==> config.mk <==
export PLATFORM = sky130hd
export DESIGN_NAME = l1_mem_arbiter
export DESIGN_NICKNAME = d
export VERILOG_FILES = /design/src/rtl/l1_mem_arbiter.sv
export SDC_FILE = /design/constraint.sdc
export NUM_CORES = 1
export LEC_CHECK = 0
export CAP_MARGIN = 20
export CORE_AREA = 2 2 269 271
export CTS_BUF_LIST = sky130_fd_sc_hd__clkbuf_8
export DETAILED_ROUTE_END_ITERATION = 8
export DIE_AREA = 0 0 271 273
export SLEW_MARGIN = 10
export SYNTH_ARGS = -nofsm -noshare
export SYNTH_HDL_FRONTEND = slang
export SYNTH_SLANG_ARGS = --single-unit
==> constraint.sdc <==
create_clock -name clk -period 3.1 [get_ports clk]
set_clock_uncertainty 0.2 [all_clocks]
set_input_delay 0.62 -clock clk [delete_from_list [all_inputs] [get_ports clk]]
set_output_delay 0.62 -clock clk [all_outputs]
set_load 0.01 [all_outputs]
==> src/rtl/l1_mem_arbiter.sv <==
// Serialises L1 icache fills and dcache fills/write-backs onto a single L2 line port, one transaction at a time.
// Define ARB_ROUND_ROBIN_EN for round-robin arbitration; otherwise the dcache has fixed priority.
module l1_mem_arbiter #(
  parameter int ADDR_W = 16,
  parameter int LINE_W = 128
) (
  input  logic              clk,
  input  logic              reset_n,
  input  logic              ic_pmem_read,
  input  logic [ADDR_W-1:0] ic_pmem_address,
  output logic [LINE_W-1:0] ic_pmem_rdata,
  output logic              ic_pmem_resp,
  input  logic              dc_pmem_read,
  input  logic              dc_pmem_write,
  input  logic [ADDR_W-1:0] dc_pmem_address,
  input  logic [LINE_W-1:0] dc_pmem_wdata,
  output logic [LINE_W-1:0] dc_pmem_rdata,
  output logic              dc_pmem_resp,
  output logic              l2_read,
  output logic              l2_write,
  output logic [ADDR_W-1:0] l2_address,
  output logic [LINE_W-1:0] l2_wdata,
  input  logic [LINE_W-1:0] l2_rdata,
  input  logic              l2_resp
);

  typedef enum logic [1:0] {
    IDLE   = 2'b00,
    BUSY_I = 2'b01,
    BUSY_D = 2'b10,
    RESP   = 2'b11
  } state_t;

  localparam logic [ADDR_W-1:0] ALIGN_MASK = {{(ADDR_W-4){1'b1}}, 4'b0000};

  state_t            r_state;
  state_t            w_next_state;
  logic              w_dc_req;
  logic              w_grant_i;
  logic              w_grant_d;
  logic [ADDR_W-1:0] w_ic_addr_aligned;
  logic [ADDR_W-1:0] w_dc_addr_aligned;

  logic              r_l2_read;
  logic              r_l2_write;
  logic [ADDR_W-1:0] r_l2_address;
  logic [LINE_W-1:0] r_l2_wdata;
  logic [LINE_W-1:0] r_ic_line;
  logic [LINE_W-1:0] r_dc_line;
  logic              r_ic_resp;
  logic              r_dc_resp;

`ifdef ARB_ROUND_ROBIN_EN
  logic              r_last_grant_d;
`endif

  assign w_dc_req          = dc_pmem_read | dc_pmem_write;
  assign w_ic_addr_aligned = ic_pmem_address & ALIGN_MASK;
  assign w_dc_addr_aligned = dc_pmem_address & ALIGN_MASK;

  // Grant decision, only meaningful while idle
  always_comb begin
    w_grant_i = 1'b0;
    w_grant_d = 1'b0;
    if (r_state == IDLE) begin
      if (ic_pmem_read && w_dc_req) begin
`ifdef ARB_ROUND_ROBIN_EN
        if (r_last_grant_d) begin
          w_grant_i = 1'b1;
        end else begin
          w_grant_d = 1'b1;
        end
`else
        // MEM-stage access belongs to an older instruction than the fetch
        w_grant_d = 1'b1;
`endif
      end else if (w_dc_req) begin
        w_grant_d = 1'b1;
      end else if (ic_pmem_read) begin
        w_grant_i = 1'b1;
      end else begin
        w_grant_i = 1'b0;
        w_grant_d = 1'b0;
      end
    end else begin
      w_grant_i = 1'b0;
      w_grant_d = 1'b0;
    end
  end

  // Next-state logic
  always_comb begin
    w_next_state = r_state;
    case (r_state)
      IDLE: begin
        if (w_grant_d) begin
          w_next_state = BUSY_D;
        end else if (w_grant_i) begin
          w_next_state = BUSY_I;
        end else begin
          w_next_state = IDLE;
        end
      end
      BUSY_I, BUSY_D: begin
        if (l2_resp) begin
          w_next_state = RESP;
        end else begin
          w_next_state = r_state;
        end
      end
      RESP:    w_next_state = IDLE;
      default: w_next_state = IDLE;
    endcase
  end

  // State, latched request, L2 handshake and client response registers
  always_ff @(posedge clk) begin
    if (!reset_n) begin
      r_state      <= IDLE;
      r_l2_read    <= 1'b0;
      r_l2_write   <= 1'b0;
      r_l2_address <= {ADDR_W{1'b0}};
      r_l2_wdata   <= {LINE_W{1'b0}};
      r_ic_line    <= {LINE_W{1'b0}};
      r_dc_line    <= {LINE_W{1'b0}};
      r_ic_resp    <= 1'b0;
      r_dc_resp    <= 1'b0;
`ifdef ARB_ROUND_ROBIN_EN
      r_last_grant_d <= 1'b1;
`endif
    end else begin
      r_state   <= w_next_state;
      r_ic_resp <= 1'b0;
      r_dc_resp <= 1'b0;
      case (r_state)
        IDLE: begin
          if (w_grant_d) begin
            // Read and write together is treated as a write
            r_l2_read    <= ~dc_pmem_write;
            r_l2_write   <= dc_pmem_write;
            r_l2_address <= w_dc_addr_aligned;
            r_l2_wdata   <= dc_pmem_wdata;
          end else if (w_grant_i) begin
            r_l2_read    <= 1'b1;
            r_l2_write   <= 1'b0;
            r_l2_address <= w_ic_addr_aligned;
          end else begin
            r_l2_read    <= 1'b0;
            r_l2_write   <= 1'b0;
          end
`ifdef ARB_ROUND_ROBIN_EN
          if (w_grant_i || w_grant_d) begin
            r_last_grant_d <= w_grant_d;
          end
`endif
        end
        BUSY_I, BUSY_D: begin
          if (l2_resp) begin
            r_l2_read  <= 1'b0;
            r_l2_write <= 1'b0;
            if (r_state == BUSY_D) begin
              r_dc_line <= l2_rdata;
              r_dc_resp <= 1'b1;
            end else begin
              r_ic_line <= l2_rdata;
              r_ic_resp <= 1'b1;
            end
          end
        end
        RESP: begin
          r_l2_read  <= 1'b0;
          r_l2_write <= 1'b0;
        end
        default: begin
          r_l2_read  <= 1'b0;
          r_l2_write <= 1'b0;
        end
      endcase
    end
  end

  assign l2_read       = r_l2_read;
  assign l2_write      = r_l2_write;
  assign l2_address    = r_l2_address;
  assign l2_wdata      = r_l2_wdata;
  assign ic_pmem_rdata = r_ic_line;
  assign ic_pmem_resp  = r_ic_resp;
  assign dc_pmem_rdata = r_dc_line;
  assign dc_pmem_resp  = r_dc_resp;

endmodule

==> results of run 1 <==
synthesized netlist by cell type (2+ instances only):
master                     number
sky130_fd_sc_hd__nand2_1      772
sky130_fd_sc_hd__dfxtp_1      402
sky130_fd_sc_hd__a21boi_0     248
sky130_fd_sc_hd__a21boi_1     139
sky130_fd_sc_hd__clkbuf_1      50
sky130_fd_sc_hd__buf_2         33
sky130_fd_sc_hd__buf_4         32
sky130_fd_sc_hd__buf_6         17
sky130_fd_sc_hd__a21oi_1       12
sky130_fd_sc_hd__mux2i_1       12
sky130_fd_sc_hd__o21ai_0        8
sky130_fd_sc_hd__o21ai_1        4
sky130_fd_sc_hd__buf_8          3
sky130_fd_sc_hd__inv_1          3
sky130_fd_sc_hd__and2_1         2
sky130_fd_sc_hd__ha_1           2
sky130_fd_sc_hd__o221a_2        2
per-stage QoR:
step | util [%] | instance area (µm²) | cells
floorplan | - | 15100 | 1756
global placement | 32.2 | 22900 | 3305
detailed placement | 32.2 | 22900 | 3305
CTS | 34.4 | 24400 | 3441
global route | 34.4 | 24400 | 3444
finish | 34.4 | 24400 | 3444
logic make-up after synthesis:
logic type | synth area share [%]
simple gates | 19.6
flops | 53.3
fa+ha+maj | 0.166
other cells | 0.0249
buf+inv | 5.61
compound gates | 20.5
mux | 0.796
report_power, final:
| part | switching [W] | total, W | leakage, nW | internal [W] |
|---|---|---|---|---|
| combinational | 0.00373 | 0.00697 | 4.68 | 0.00324 |
| sequential | 0.000518 | 0.00676 | 3.28 | 0.00624 |
| clock | 0.00241 | 0.00523 | 0.900 | 0.00283 |
cell type report:
| cell class | instances | area, µm² |
|---|---|---|
| clock buffers | 93 | 1280 |
| flip-flops and latches | 402 | 8050 |
| repair buffers | 735 | 7420 |
| diodes | 3 | 7.51 |
| fillers | 7415 | 46600 |
| clock inverters | 43 | 258 |
| inverters | 3 | 11.3 |
| multi-input cells | 1215 | 6220 |
| well taps | 950 | 1190 |
layer usage:
layer	routed length [µm]	up-vias	GRT usage [%]
met3	5240	124	5.96
met2	28000	524	26.1
li1	-	7012	-
met5	12	-	0
met1	21600	6437	15.4
met4	2250	2	7.33
worst paths after layout:
kind                                    startpoint            endpoint  slack (ps)
worst min-delay path             ic_pmem_rdata[46]   ic_pmem_rdata[46]         250
worst max-delay path            ic_pmem_rdata[125]  ic_pmem_rdata[125]         600
worst min register to register   ic_pmem_rdata[46]   ic_pmem_rdata[46]         250
worst max register to register          r_state[0]  ic_pmem_rdata[118]        1000
state kept, by name (all words and copies together) (netlist names):
register / count
dc_pmem_resp: 1
l2_wdata: 128
ic_pmem_resp: 1
ic_pmem_rdata: 128
l2_write: 1
dc_pmem_rdata: 128
l2_read: 1
l2_address: 12
r_state: 2
==> flow_summary.rst, run 1 <==
.. list-table::
   :header-rows: 1

   * - Metric
     - Value
   * - Remaining DRCs
     - 0
   * - Period Utilization, post-route
     - 80.5%
   * - Worst Hold Margin
     - 249 ps
   * - Number of enable flip-flop cells after synthesis
     - 0
   * - Least-Margin Pin Slew
     - 721 ps
   * - Effective utilization at floorplan
     - 21.2%
   * - Worst Setup End Kind
     - output pin
   * - PwrDens
     - 776 nW/µm²
   * - Worst Setup Start Kind
     - register
   * - Number of design-rule violations left by the first detailed-router iteration
     - 544
   * - Standard cell with the maximum stage delay on the critical path
     - sky130_fd_sc_hd__clkdlybuf4s50_1
   * - Static leakage power
     - 8.86 nW
   * - First-pass DRT Iterations
     - 4
   * - CP peak stage delay
     - 650 ps
   * - Overall Global Routing Usage
     - 14.9%
   * - Result of the run
     - completed
   * - Clock sink total
     - 402
   * - Final critical delay including setup and external delays
     - 2500 ps
   * - Area fraction of the dominant cell type after synthesis
     - 53.3%
   * - Worst vdd rail ir drop
     - 0.000889 V
   * - Worst hold path cell count
     - 2
   * - Count of cell types in the netlist
     - 29
   * - Cell taking the most area after synthesis
     - sky130_fd_sc_hd__dfxtp_1
   * - Buffers and inverters on the worst path
     - 1
   * - Max Fclk
     - 401 MHz
   * - Die Area
     - 74000 µm²
   * - Final number of max-transition violations
     - 0
   * - Sum of overflow across all layers after global routing
     - 0
   * - Maximum number of pins on one net before global-route repair
     - 126
   * - Classification of the worst-slack hold path
     - register to register
   * - Async set-or-reset flop fraction in the synthesized netlist
     - 0%
   * - Routed wire per std cell
     - 16.6 µm
   * - Number of standard cells after synthesis
     - 1753
   * - I/O pin count
     - 698
   * - Post-Route WL
     - 57100 µm
   * - Number of maximum-capacitance violations
     - 0
   * - Endpoint required time on the critical path
     - 2280 ps
   * - Cells taking the most area after synthesis
     - sky130_fd_sc_hd__dfxtp_1 53%, sky130_fd_sc_hd__nand2_1 19%, sky130_fd_sc_hd__a21boi_0 12%
   * - Number of buffers added to fix hold violations after cts
     - 0
   * - Total count of hold-check failures in the final report
     - 0
   * - Final setup violating endpoints
     - 0
   * - Proportion of synthesized chip area in sequential cells
     - 53.3%
   * - Fraction of final layout cells with drive strength greater than 1
     - 6.58%
   * - Gates resized, CTS repair
     - 0
   * - Average footprint of a synthesized cell
     - 8.61 µm²
   * - Placement-stage worst setup slack
     - 407 ps
   * - H-tree lvl count
     - 3
   * - Area of the core region
     - 71000 µm²
   * - Commonest non-fill, non-tap cells in the layout
     - 771 x sky130_fd_sc_hd__nand2_1, 684 x sky130_fd_sc_hd__clkdlybuf4s50_1, 402 x sky130_fd_sc_hd__dfxtp_1, 248 x sky130_fd_sc_hd__a21boi_0, 139 x sky130_fd_sc_hd__a21boi_1
   * - Synth-to-layout area growth
     - 62.0%
   * - Crit Path Class
     - register to output pin
   * - Worst slew margin
     - 51.9%
   * - Die boundary height
     - 273 µm
   * - Clock insertion delay at the later pin of the skew report
     - 660 ps
   * - Total negative setup slack
     - 0 ps
   * - Most frequent standard cell in the layout excluding fill and tap cells
     - sky130_fd_sc_hd__nand2_1
   * - RSZ-0062 raised after global routing
     - false
   * - Final weighted congestion in routability-driven placement
     - 0.818
   * - Via count of the first global-routing pass
     - 13832
   * - Worst reg2reg path depth
     - 6
   * - Smallest setup slack after layout
     - 604 ps
   * - Final total power
     - 0.0190 W
   * - Die width
     - 271 µm
   * - Syn. warnings
     - 0
   * - Count of nets left with antenna violations after detail routing
     - 0
   * - Worst path cell trace
     - clkdlybuf4s50_1
   * - TritonCTS buffer count
     - 76
   * - Number of placement rows
     - 98
   * - Number of synthesized register bits
     - 402
   * - Number of buffers added for setup after CTS
     - 0
   * - Number of nets in the finished design
     - 2729
   * - Buffers added on ports
     - 685
   * - Gate family responsible for the most delay along the worst path
     - buffers and inverters
   * - Cell count along the critical path
     - 1
   * - Routed vias/inst
     - 4.09
   * - Antenna violations before repair
     - 4
   * - Synth Flop Type
     - sky130_fd_sc_hd__dfxtp_1
   * - Post-synthesis instance area
     - 15100 µm²
   * - Detailed placement HPWL
     - 41500 µm
   * - CTS root buf
     - sky130_fd_sc_hd__clkbuf_8
   * - Clock tree from TritonCTS
     - built
   * - Largest fanout of any net on the critical path
     - 2
   * - Clock input transition at the sequential cells of the worst setup and hold paths
     - 60 ps
   * - Vias post-DR
     - 14099
   * - Global-route wire length before repair
     - 84600 µm
   * - Clk buf depth
     - 3
   * - Signal arrival time at the worst endpoint
     - 1680 ps
(Power assumes the default switching activity.)
==> inputs of run 2 (changes only) <==
--- a/config.mk
+++ b/config.mk
@@ -6,10 +6,10 @@
 export NUM_CORES = 1
 export LEC_CHECK = 0
 export CAP_MARGIN = 20
-export CORE_AREA = 2 2 269 271
+export CORE_AREA = 2 2 271 273
 export CTS_BUF_LIST = sky130_fd_sc_hd__clkbuf_8
 export DETAILED_ROUTE_END_ITERATION = 8
-export DIE_AREA = 0 0 271 273
+export DIE_AREA = 0 0 273 275
 export SLEW_MARGIN = 10
 export SYNTH_ARGS = -nofsm -noshare
 export SYNTH_HDL_FRONTEND = slang
==> constraint.sdc (replaced) <==
create_clock -name clk -period 2.4 [get_ports clk]
set_clock_uncertainty 0.2 [all_clocks]
set_input_delay 0.48 -clock clk [delete_from_list [all_inputs] [get_ports clk]]
set_output_delay 0.48 -clock clk [all_outputs]
set_load 0.01 [all_outputs]
==> flow_summary.rst, run 2 (synthesis gave the netlist of run 1 again) <==
.. list-table::
   :header-rows: 1

   * - Metric
     - Value
   * - Result of the run
     - completed
   * - Final critical delay including setup and external delays
     - 2270 ps
   * - Antenna violations before repair
     - 2 (-2)
   * - Clock input transition at the sequential cells of the worst setup and hold paths
     - 60 ps (about the same)
   * - Die boundary height
     - 275 µm (+0.73%)
   * - Number of maximum-capacitance violations
     - 0 (unchanged)
   * - Total negative setup slack
     - 0 ps (unchanged)
   * - Commonest non-fill, non-tap cells in the layout
     - 771 x sky130_fd_sc_hd__nand2_1, 673 x sky130_fd_sc_hd__clkdlybuf4s50_1, 399 x sky130_fd_sc_hd__dfxtp_1, 248 x sky130_fd_sc_hd__a21boi_0, 139 x sky130_fd_sc_hd__a21boi_1
   * - Routed vias/inst
     - 4.00 (-2.2%)
   * - Endpoint required time on the critical path
     - 1720 ps (-560 ps)
   * - Crit Path Class
     - register to output pin
   * - Overall Global Routing Usage
     - 13.9% (-0.97 points)
   * - Maximum number of pins on one net before global-route repair
     - 95 (-25%)
   * - Count of nets left with antenna violations after detail routing
     - 0 (unchanged)
   * - Utilization after layout
     - 34.4% (about the same)
   * - Vias post-DR
     - 13942 (-1.1%)
   * - Clk network pwr share
     - 27.4% (-0.2 points)
   * - Part of the power in combinational logic
     - 38.0% (+1.2 points)
   * - H-tree lvl count
     - 3 (unchanged)
   * - Worst path cell trace
     - clkdlybuf4s50_1
   * - First-pass DRT Iterations
     - 4 (unchanged)
   * - Largest fanout of any net on the critical path
     - 2 (unchanged)
   * - Buffers and inverters on the worst path
     - 1 (unchanged)
   * - Detailed placement HPWL
     - 40000 µm (-3.7%)
   * - Remaining DRCs
     - 0 (unchanged)
   * - Worst Setup End Kind
     - output pin
   * - Number of buffers added for setup after CTS
     - 0 (unchanged)
   * - Internal power of the cells
     - 0.0166 W (+35%)
   * - PwrDens
     - 1010 nW/µm² (+31%)
   * - Signal arrival time at the worst endpoint
     - 1590 ps (-90 ps)
   * - Final setup violating endpoints
     - 0 (unchanged)
   * - Final weighted congestion in routability-driven placement
     - 0.799 (-2.3%)
   * - Area of the core region
     - 72300 µm² (+1.9%)
   * - Static leakage power
     - 9.14 nW (+3.1%)
   * - Most frequent standard cell in the layout excluding fill and tap cells
     - sky130_fd_sc_hd__nand2_1
   * - Buffers added on ports
     - 685 (unchanged)
   * - Final total power
     - 0.0253 W (+33%)
   * - Switch share
     - 34.2% (-0.95 points)
   * - I/O pin count
     - 698 (unchanged)
   * - Sum of overflow across all layers after global routing
     - 0 (unchanged)
   * - Gate family responsible for the most delay along the worst path
     - buffers and inverters
   * - Worst Setup Start Kind
     - register
   * - Max Fclk
     - 441 MHz
   * - Number of design-rule violations left by the first detailed-router iteration
     - 510 (-6.3%)
   * - Worst Hold Margin
     - 164 ps (-85.0 ps)
   * - RSZ-0062 raised after global routing
     - false
   * - Post-Route WL
     - 54700 µm (-4.2%)
   * - Clock sink total
     - 402 (unchanged)
   * - Via count of the first global-routing pass
     - 13685 (-1.1%)
   * - Power dissipated by switching net loads
     - 0.00864 W (+30%)
   * - Period Utilization, post-route
     - 94.6%
   * - Synth-to-layout area growth
     - 65.2%
   * - CP peak stage delay
     - 600 ps (-50 ps)
   * - Proportion of power drawn by flip-flops and latches
     - 34.6% (-1.1 points)
   * - Clock insertion delay at the later pin of the skew report
     - 630 ps (-30 ps)
   * - Standard cell with the maximum stage delay on the critical path
     - sky130_fd_sc_hd__clkdlybuf4s50_1
   * - Clk buf depth
     - 3 (unchanged)
   * - Routed wire per std cell
     - 15.7 µm (-5.2%)
   * - Number of filler instances in the final layout
     - 7620 (+2.8%)
   * - Total count of hold-check failures in the final report
     - 0 (unchanged)
   * - Global-route wire length before repair
     - 81100 µm (-4.1%)
   * - TritonCTS buffer count
     - 76 (unchanged)
   * - Fraction of final layout cells with drive strength greater than 1
     - 8.16% (+1.6 points)
   * - Die Area
     - 75100 µm² (+1.5%)
   * - Clock tree from TritonCTS
     - built
   * - Classification of the worst-slack hold path
     - input pin to register
   * - Worst vdd rail ir drop
     - 0.000597 V (-33%)
   * - CTS root buf
     - sky130_fd_sc_hd__clkbuf_8
   * - Die width
     - 273 µm (+0.74%)
   * - Effective utilization at floorplan
     - 20.9% (-0.39 points)
   * - Final number of max-transition violations
     - 0 (unchanged)
   * - Number of nets in the finished design
     - 2761 (+1.2%)
   * - Number of placement rows
     - 99 (+1.0%)
[run 2: changes by cell type in the layout (fill, tap and decap cells not counted), sizes merged]
cell	change
buf	+31
clkdlybuf4s50	-11
dlygate4sd2	+11
inv	-9
clkbuf	+5
clkinv	+4
diode	-2
dlygate4sd3	+1
[run 2: area by class of cell]
| type | instances | area [µm²] | share of cell area [%] |
|---|---|---|---|
| antenna | 1 | 2.50 | 0.0100 |
| clock buffer | 98 | 1350 | 5.41 |
| clock inverter | 38 | 246 | 0.989 |
| inverter | 3 | 11.3 | 0.0452 |
| multi-input combinational | 1215 | 6220 | 24.9 |
| sequential | 402 | 8050 | 32.3 |
| tap | 959 | 1200 | 4.82 |
| timing repair buffer | 767 | 7840 | 31.5 |
[run 2: timing repair]
action                                  4_1_cts  5_1_grt
endpoints found under the setup margin       14        0
resized for setup                            14        0
endpoints found under the hold margin        31        0
hold buffers                                  1        0
[run 2: path summary, 6_finish.rpt]
| check | start | endpoint | slack [ps] | depth (start not counted) |
|---|---|---|---|---|
| max | dc_pmem_rdata[116] | dc_pmem_rdata[116] | 130 | 1 |
| min reg2reg | l2_wdata[7] | l2_wdata[7] | 250 | 2 |
| max reg2reg | r_state[1] | ic_pmem_rdata[55] | 450 | 7 |
| min | dc_pmem_wdata[91] | l2_wdata[91] | 160 | 3 |
[run 2: stage by stage]
step,setup slack (ps),area [µm²],std cells
after CTS,7.01,24900,3482
after detailed placement,43.2,23300,3345
final,130,24900,3483
after floorplan,730,15100,1756
after global placement,101,23300,3345
after global routing,4.11,24900,3483
[run 2: metal layers]
layer  routed length (µm)  GRT usage (%)
met1                21700           15.4
met4                 1690           5.92
met3                 4950           5.15
met2                26300           23.9
met5                    0              0
[run 2: power groups by stage]
| stage | logic (W) | registers [W] | clock network, W |
|---|---|---|---|
| floorplan | 0.00388 | 0.00948 | 0 |
| global placement | 0.00980 | 0.00885 | 0 |
| detailed placement | 0.00981 | 0.00890 | 0 |
| CTS | 0.00982 | 0.00877 | 0.00724 |
| global route | 0.0105 | 0.00893 | 0.00754 |
| finish | 0.00960 | 0.00875 | 0.00693 |
[run 2: worst reg2reg max path, stage by stage, from the launching register on]
cell and delay (ps):
sky130_fd_sc_hd__dfxtp_1 350, sky130_fd_sc_hd__inv_1 60, sky130_fd_sc_hd__ha_1 360, sky130_fd_sc_hd__and3b_4 260, sky130_fd_sc_hd__buf_12 200, sky130_fd_sc_hd__buf_12 250, sky130_fd_sc_hd__nand2_1 60, sky130_fd_sc_hd__a21boi_0 150
==> inputs of run 3 (changes only) <==
--- a/config.mk
+++ b/config.mk
@@ -10,6 +10,7 @@
 export CTS_BUF_LIST = sky130_fd_sc_hd__clkbuf_8
 export DETAILED_ROUTE_END_ITERATION = 8
 export DIE_AREA = 0 0 273 275
+export GPL_TIMING_DRIVEN = 0
 export SLEW_MARGIN = 10
 export SYNTH_ARGS = -nofsm -noshare
 export SYNTH_HDL_FRONTEND = slang
==> flow_summary.rst, run 3 (synthesis gave the netlist of run 1 again) <==
.. list-table::
   :header-rows: 1

   * - Metric
     - Value
   * - Result of the run
     - completed
   * - Via count of the first global-routing pass
     - 14537 (+6.2%)
   * - Number of buffers added for setup after CTS
     - 0 (unchanged)
   * - Classification of the worst-slack hold path
     - input pin to register
   * - Worst vdd rail ir drop
     - 0.000613 V (+2.6%)
   * - Final critical delay including setup and external delays
     - 2300 ps (+31.7 ps)
   * - Endpoint required time on the critical path
     - 1720 ps (about the same)
   * - Clk buf depth
     - 3 (unchanged)
   * - Detailed placement HPWL
     - 50000 µm (+25%)
   * - Final weighted congestion in routability-driven placement
     - 0.847 (+6.0%)
   * - Worst slew margin
     - 42.1%
   * - Signal arrival time at the worst endpoint
     - 1620 ps (+30 ps)
   * - RSZ-0062 raised after global routing
     - false
   * - Number of maximum-capacitance violations
     - 0 (unchanged)
   * - Post-Route WL
     - 64300 µm (+18%)
   * - Total count of hold-check failures in the final report
     - 0 (unchanged)
   * - Number of nets in the finished design
     - 2814 (+1.9%)
   * - Final number of max-transition violations
     - 0 (unchanged)
   * - Maximum number of pins on one net before global-route repair
     - 12 (-87%)
   * - Number of buffers added to fix hold violations after cts
     - 0 (-1)
   * - Die width
     - 273 µm (unchanged)
   * - Number of design-rule violations left by the first detailed-router iteration
     - 600 (+18%)
   * - Die boundary height
     - 275 µm (unchanged)
   * - Clock tree from TritonCTS
     - built
   * - Overall Global Routing Usage
     - 16.4% (+2.6 points)
   * - Clock sink total
     - 402 (unchanged)
   * - Die Area
     - 75100 µm² (unchanged)
   * - Worst Setup End Kind
     - output pin
   * - Routed wire per std cell
     - 18.2 µm (+16%)
   * - Gates resized, CTS repair
     - 13 (-1)
   * - H-tree lvl count
     - 3 (unchanged)
   * - Clock input transition at the sequential cells of the worst setup and hold paths
     - 60 ps (about the same)
   * - Number of placed instances with taps included
     - 3399 (+1.6%)
   * - Cell area reported after detailed placement
     - 23100 µm² (-0.76%)
   * - Remaining DRCs
     - 0 (unchanged)
   * - Synth-to-layout area growth
     - 63.9%
   * - I/O pin count
     - 698 (unchanged)
   * - Final total power
     - 0.0252 W (-0.40%)
   * - Gate family responsible for the most delay along the worst path
     - buffers and inverters
   * - Clock insertion delay at the later pin of the skew report
     - 660 ps (+30 ps)
   * - Standard cell with the maximum stage delay on the critical path
     - sky130_fd_sc_hd__clkdlybuf4s50_1
   * - Most frequent standard cell in the layout excluding fill and tap cells
     - sky130_fd_sc_hd__nand2_1
   * - Count of nets left with antenna violations after detail routing
     - 0 (unchanged)
   * - CP peak stage delay
     - 580 ps (-20 ps)
   * - CTS root buf
     - sky130_fd_sc_hd__clkbuf_8
   * - Area of the core region
     - 72300 µm² (unchanged)
   * - Effective utilization at floorplan
     - 20.9% (unchanged)
   * - Period Utilization, post-route
     - 95.9% (+1.3 points)
   * - TritonCTS buffer count
     - 76 (unchanged)
   * - Largest fanout of any net on the critical path
     - 2 (unchanged)
   * - Least-Margin Pin Slew
     - 868 ps
   * - Antenna violations before repair
     - 6 (+4)
   * - First-pass DRT Iterations
     - 5 (+1)
   * - Commonest non-fill, non-tap cells in the layout
     - 772 x sky130_fd_sc_hd__nand2_1, 670 x sky130_fd_sc_hd__clkdlybuf4s50_1, 400 x sky130_fd_sc_hd__dfxtp_1, 248 x sky130_fd_sc_hd__a21boi_0, 139 x sky130_fd_sc_hd__a21boi_1
   * - Worst path cell trace
     - clkdlybuf4s50_1
   * - Post-route non-filler standard cell count
     - 3540 (+1.6%)
   * - Sum of overflow across all layers after global routing
     - 0 (unchanged)
   * - Crit Path Class
     - register to output pin
   * - Global-route wire length before repair
     - 92600 µm (+14%)
   * - Worst Hold Margin
     - 169 ps (+5.48 ps)
   * - Vias post-DR
     - 14508 (+4.1%)
   * - Fraction of final layout cells with drive strength greater than 1
     - 8.11% (-0.052 points)
   * - Final setup violating endpoints
     - 0 (unchanged)
   * - Buffers and inverters on the worst path
     - 1 (unchanged)
   * - Max Fclk
     - 434 MHz (-1.4%)
   * - PwrDens
     - 1020 nW/µm² (+0.39%)
   * - Worst Setup Start Kind
     - register
   * - Total non-filler cell area in the finished layout
     - 24700 µm² (-0.78%)
   * - Routed vias/inst
     - 4.10 (+2.4%)
   * - Static leakage power
     - 9.10 nW (-0.44%)
   * - Number of placement rows
     - 99 (unchanged)
   * - Buffers added on ports
     - 684 (-0.15%)
## run 3: per-layer routing
metal  vias to the layer above  global-route usage, %  share of wire (%)
met3                       105                   5.89                8.4
met2                       540                   29.7                 50
met5                         -                      0              0.047
met1                      6652                   17.9                 39
li1                       7207                      -                  -
met4                         4                   4.99                2.6
## run 3: where the power goes
part,internal (W),switching [W]
Combinational,0.00439,0.00515
Clock,0.00375,0.00310
Sequential,0.00807,0.000724
Total,0.0162,0.00898
## run 3: final cells by class
cell class	instances	area, µm²
fillers	7673	47600
flip-flops and latches	402	8050
repair buffers	684	6840
multi-input cells	1215	6200
clock buffers	100	1380
well taps	959	1200
plain buffers	136	840
clock inverters	36	190
diodes	5	12.5
inverters	3	11.3
## run 3: stage by stage
step | utilization, % | setup TNS [ps] | setup WS, ps
3_5_place_dp | 32.0 | -51080 | -409
4_1_cts | 34.1 | 0 | 0.659
6_report | 34.2 | 0 | 98.2
2_1_floorplan | - | 0 | 730
5_1_grt | 34.2 | 0 | 7.80
3_3_place_gp | 32.0 | -36510 | -398
## run 3: worst paths after layout
kind                startpoint              to  slack [ps]  cells after the start
max               l2_wdata[71]    l2_wdata[71]         100                      1
min          dc_pmem_wdata[79]    l2_wdata[79]         170                      3
max reg2reg         r_state[1]  l2_address[11]         260                      6
min reg2reg       l2_wdata[82]    l2_wdata[82]         250                      2
